$ cat config.mk
export PLATFORM = sky130hd
export DESIGN_NAME = phase_sequencer
export DESIGN_NICKNAME = d
export VERILOG_FILES = /design/src/rtl/phase_sequencer.sv
export SDC_FILE = /design/constraint.sdc
export NUM_CORES = 1
export LEC_CHECK = 0
export ABC_AREA = 1
export BUFFER_PORTS_ARGS = -buffer_cell sky130_fd_sc_hd__buf_2
export CORE_AREA = 2 2 39 41
export CTS_CLUSTER_DIAMETER = 120
export DETAILED_ROUTE_END_ITERATION = 10
export DIE_AREA = 0 0 41 43
export PLACE_DENSITY = 0.76
export SYNTH_ARGS = -nofsm -noshare
export SYNTH_HDL_FRONTEND = slang
export SYNTH_SLANG_ARGS = --single-unit
$ cat constraint.sdc
create_clock -name clk -period 1.2 [get_ports clk]
set_clock_uncertainty 0.15 [all_clocks]
set_input_delay 0.12 -clock clk [delete_from_list [all_inputs] [get_ports clk]]
set_output_delay 0.12 -clock clk [all_outputs]
set_load 0.05 [all_outputs]
$ cat src/rtl/phase_sequencer.sv
// rtl/phase_sequencer.sv - multi-phase instruction cycle sequencer with single-step and stall
module phase_sequencer #(
    parameter int NUM_PHASES = 2,
    parameter int CNT_W      = 8,
    localparam int PHASE_W   = (NUM_PHASES > 2) ? $clog2(NUM_PHASES) : 1
) (
    input  logic                  clk,
    input  logic                  reset,
    input  logic                  enable,
    input  logic                  step_mode,
    input  logic                  step_req,
    input  logic                  stall,
    output logic [PHASE_W-1:0]    phase_idx,
    output logic [NUM_PHASES-1:0] phase_onehot,
    output logic                  phase_out,
    output logic                  instr_done,
    output logic                  busy,
    output logic [CNT_W-1:0]      cycle_count
);

    typedef enum logic {
        ST_IDLE = 1'b0,
        ST_RUN  = 1'b1
    } state_t;

    localparam logic [PHASE_W-1:0] LAST_PHASE = PHASE_W'(NUM_PHASES - 1);

    state_t             state_q, state_d;
    logic [PHASE_W-1:0] phase_q, phase_d;
    logic [CNT_W-1:0]   count_q, count_d;
    logic               done_q, done_d;
    logic               advance;
    logic               wrap;

    always_ff @(posedge clk) begin
        if (reset) begin
            state_q <= ST_IDLE;
            phase_q <= '0;
            count_q <= '0;
            done_q  <= 1'b0;
        end else begin
            state_q <= state_d;
            phase_q <= phase_d;
            count_q <= count_d;
            done_q  <= done_d;
        end
    end

    always_comb begin
        state_d = state_q;
        phase_d = phase_q;
        count_d = count_q;
        done_d  = 1'b0;
        advance = (state_q == ST_RUN) && !stall;
        wrap    = advance && (phase_q == LAST_PHASE);

        if (advance) begin
            phase_d = wrap ? '0 : phase_q + PHASE_W'(1);
        end
        if (wrap) begin
            count_d = count_q + CNT_W'(1);
            done_d  = 1'b1;
        end

        // Leaving RUN is only possible at a cycle boundary, so a cycle is never truncated
        case (state_q)
            ST_IDLE: begin
                if (enable && (!step_mode || step_req)) begin
                    state_d = ST_RUN;
                end
            end
            ST_RUN: begin
                if (wrap && (!enable || step_mode)) begin
                    state_d = ST_IDLE;
                end
            end
            default: state_d = ST_IDLE;
        endcase
    end

    assign phase_idx    = phase_q;
    assign phase_onehot = NUM_PHASES'(1) << phase_q;
    assign phase_out    = phase_q[0];
    assign instr_done   = done_q;
    assign busy         = (state_q == ST_RUN);
    assign cycle_count  = count_q;

endmodule

==> flow_summary.toml <==
[floorplanning]
rows = 14
fp.dieW_um = 41
core_mm2 = 0.001384
die_y_um = 43
ios = 20
initial_utilization = 0.3662
die-area_mm2 = 0.001763

[timing]
finalHoldViolCount = 0
post-route-min-period_ns = 1.184
period_share = 0.9865
relSlewSlack = 0.8255
tightest_slew_ns = 0.2601
rsz0062_at_grt = "true"
max_freq_ghz = 0.8447
setup_violations = 0
maxSlewViolCount = 0

[global_route]
gr-total-overflow = 0
grt_max_degree = 11
grt_pass1_wl_um = 1918
use_met1 = 0.1818
grt_usage = 0.1611
grt_pass1_vias = 490
grt_util_met2 = 0.2688
met3_usage = 0.01571
grt.busiest_layer = "met2"
antenna_found_initial = 0

[synth]
yosys_warnings = 0
synth_top_area_frac = 0.4346
yosys.area_share.simple = 0.3580
synth_top_family_by_area = "simple AND/OR/NAND/NOR gates"
netlist_top_cells_area = "dfxtp_1 43%, nand2_1 13%, nor2_1 7.4%, nand3_1 6.9%, inv_1 6.7%"
synth_commonest_cells = "17 x nand2_1, 11 x dfxtp_1, 10 x nor2_1"
synth_seq_area_share = 0.4346
avgSynthCellArea_um2 = 7.239
synthAdderAreaFrac = 0.02469
synth_xor_area_frac = 0
async_flop_share = 0
synth_seq_cells = 11
synth_compound_area_frac = 0.07901
synth.most_common_cell = "nand2_1"
yosys_most_used_dff = "dfxtp_1"
postSynthNetCount = 77
synth_mux_area_frac = 0
netlist_area_um2 = 506.7
synth_enable_flop_cells = 0
yosysUniqueCellTypes = 13
synth_area_leader_cell = "dfxtp_1"
syn_inst = 70

[setup_path]
slowest_stage = "dfxtp_4"
crit_start = "phase_idx"
cp_cell_sequence = "buf_2"
required_ns = 0.93
cp_max_fo = 6
cp-end-kind = "output port"
arrival_ns = 0.91
crit_family = "flip-flops"
critPathBufInv = 1
crit_path_max_incr_delay_ns = 0.38
rr_startpoint = "cycle_count[0]"
start_kind = "flop"
crit_type = "flop to output port"

[final_layout]
postLayoutCoreUtil = 0.5253
final_layout_size_suffix_gt1_frac = 0.3895
n_antenna_cell = 0
final_net_count = 103
layoutNonFillerInstCount = 111
area_growth_pct = 43.46
fillers = 149

[hold_path]
worstHoldStart = "step_req"
hold_class = "input port to flop"

[clocking]
insertion_delay_ns = 0.27
numCtsBuffers = 3
ctsLongestPathBuffers = 2
cts_root_buffer = "clkbuf_4"
cts_num_sinks = 11
htreeDepth = 1
cts_tree = "done"
clk_pin_slew_ns = 0.07

[detailed_routing]
ant_nets = 0
wl_per_cell_um = 10.38
routed_via_density = 4.730
drt-total-wl_um = 1152
drcViolationCount = 0
dr.pass1.iters = 4
vias = 525
drtIter0Drc = 3

[placement]
portBuffers = 19
hpwl_um = 850.7
dp_cells = 103
place_congestion = 0.7322

[run]
cap_violations = 0

[pwr]
powerDensity_mw_per_mm2 = 1026
p_leak_nw = 0.3385
vdd_drop_max_v = 0.0004957

[outcome]
status = "finished clean"
==> cell type report <==
class / count / area [µm²] / share of cell area
Sequential cell: 11 / 244.0 / 0.3356
Tap cell: 16 / 20.02 / 0.02754
Inverter: 10 / 37.54 / 0.05164
Timing Repair Buffer: 23 / 147.6 / 0.2031
Multi-Input combinational cell: 47 / 251.5 / 0.3460
Clock buffer: 4 / 26.28 / 0.03614
==> timing repair <==
action / CTS / global route
gates resized for setup: 2 / 4
hold endpoints to repair: 2 / 0
setup buffers: 0 / 1
endpoints found under the setup margin: 2 / 10
hold buffers: 3 / 0
==> cell usage in the layout (no fill, tap or decap) <==
master | netlist | layout
nor2_4 | 2 | 2
clkinv_1 | 1 | 1
nand3_1 | 7 | 6
dfxtp_4 | 0 | 5
nand3_2 | 0 | 1
nor3_1 | 1 | 1
inv_1 | 9 | 9
dfxtp_1 | 11 | 2
nand3_4 | 1 | 1
nand2_1 | 17 | 17
clkbuf_1 | 0 | 1
o21ai_0 | 3 | 3
a21oi_1 | 5 | 5
dlygate4sd3_1 | 0 | 3
clkbuf_4 | 0 | 7
ha_4 | 0 | 1
nor2_1 | 10 | 10
buf_2 | 0 | 13
dfxtp_2 | 0 | 4
buf_4 | 2 | 3
==> stage by stage <==
step	TNS, ns	power (mW)	hold WS [ns]	instance area, µm²	setup slack, ns
after floorplan	-0.04883	0.4690	0.02936	548.0	-0.03579
after global placement	0	0.4870	0.1369	648.1	0.08913
after detailed placement	0	0.4902	0.1442	648.1	0.05330
after CTS	0	0.7524	0.03719	709.4	0.007201
after global routing	-0.1486	0.7871	0.07514	726.9	-0.05321
final	0	0.7460	0.03231	726.9	0.01621
==> routing by layer <==
| layer | wire, µm | vias up |
|---|---|---|
| met1 | 470 | 242 |
| met3 | 31 | 2 |
| li1 | - | 268 |
| met2 | 635 | 13 |
| met5 | 0 | - |
| met4 | 14 | 0 |
==> path summary, 6_finish.rpt <==
| kind | endpoint | slack, ns | depth (start not counted) |
|---|---|---|---|
| max reg2reg | cycle_count[6] | 0.05 | 6 |
| min | busy | 0.03 | 5 |
| max | phase_onehot[1] | 0.02 | 1 |
| min reg2reg | cycle_count[0] | 0.35 | 1 |
==> registers in the layout, summed over array words and instances, names as in the netlist <==
register     flops
cycle_count      8
busy             1
instr_done       1
phase_idx        1
==> power by group <==
| group | leakage (nW) | internal (mW) | switching [mW] | total, mW |
|---|---|---|---|---|
| sequential | 0.0948 | 0.366 | 0.0109 | 0.377 |
| combinational | 0.229 | 0.0341 | 0.0800 | 0.114 |
| clock | 0.0150 | 0.129 | 0.126 | 0.255 |
| total | 0.338 | 0.529 | 0.217 | 0.746 |
==> cells by family (layout without fill, tap and decap cells) <==
kind of cell             Yosys count  in the layout
AO/OA/AOI/OAI                      8              8
buffers and inverters             12             37
adder cells (fa/ha/maj)            1              1
flip-flops                        11             11
AND/OR/NAND/NOR                   38             38
(Power assumes the default switching activity.)
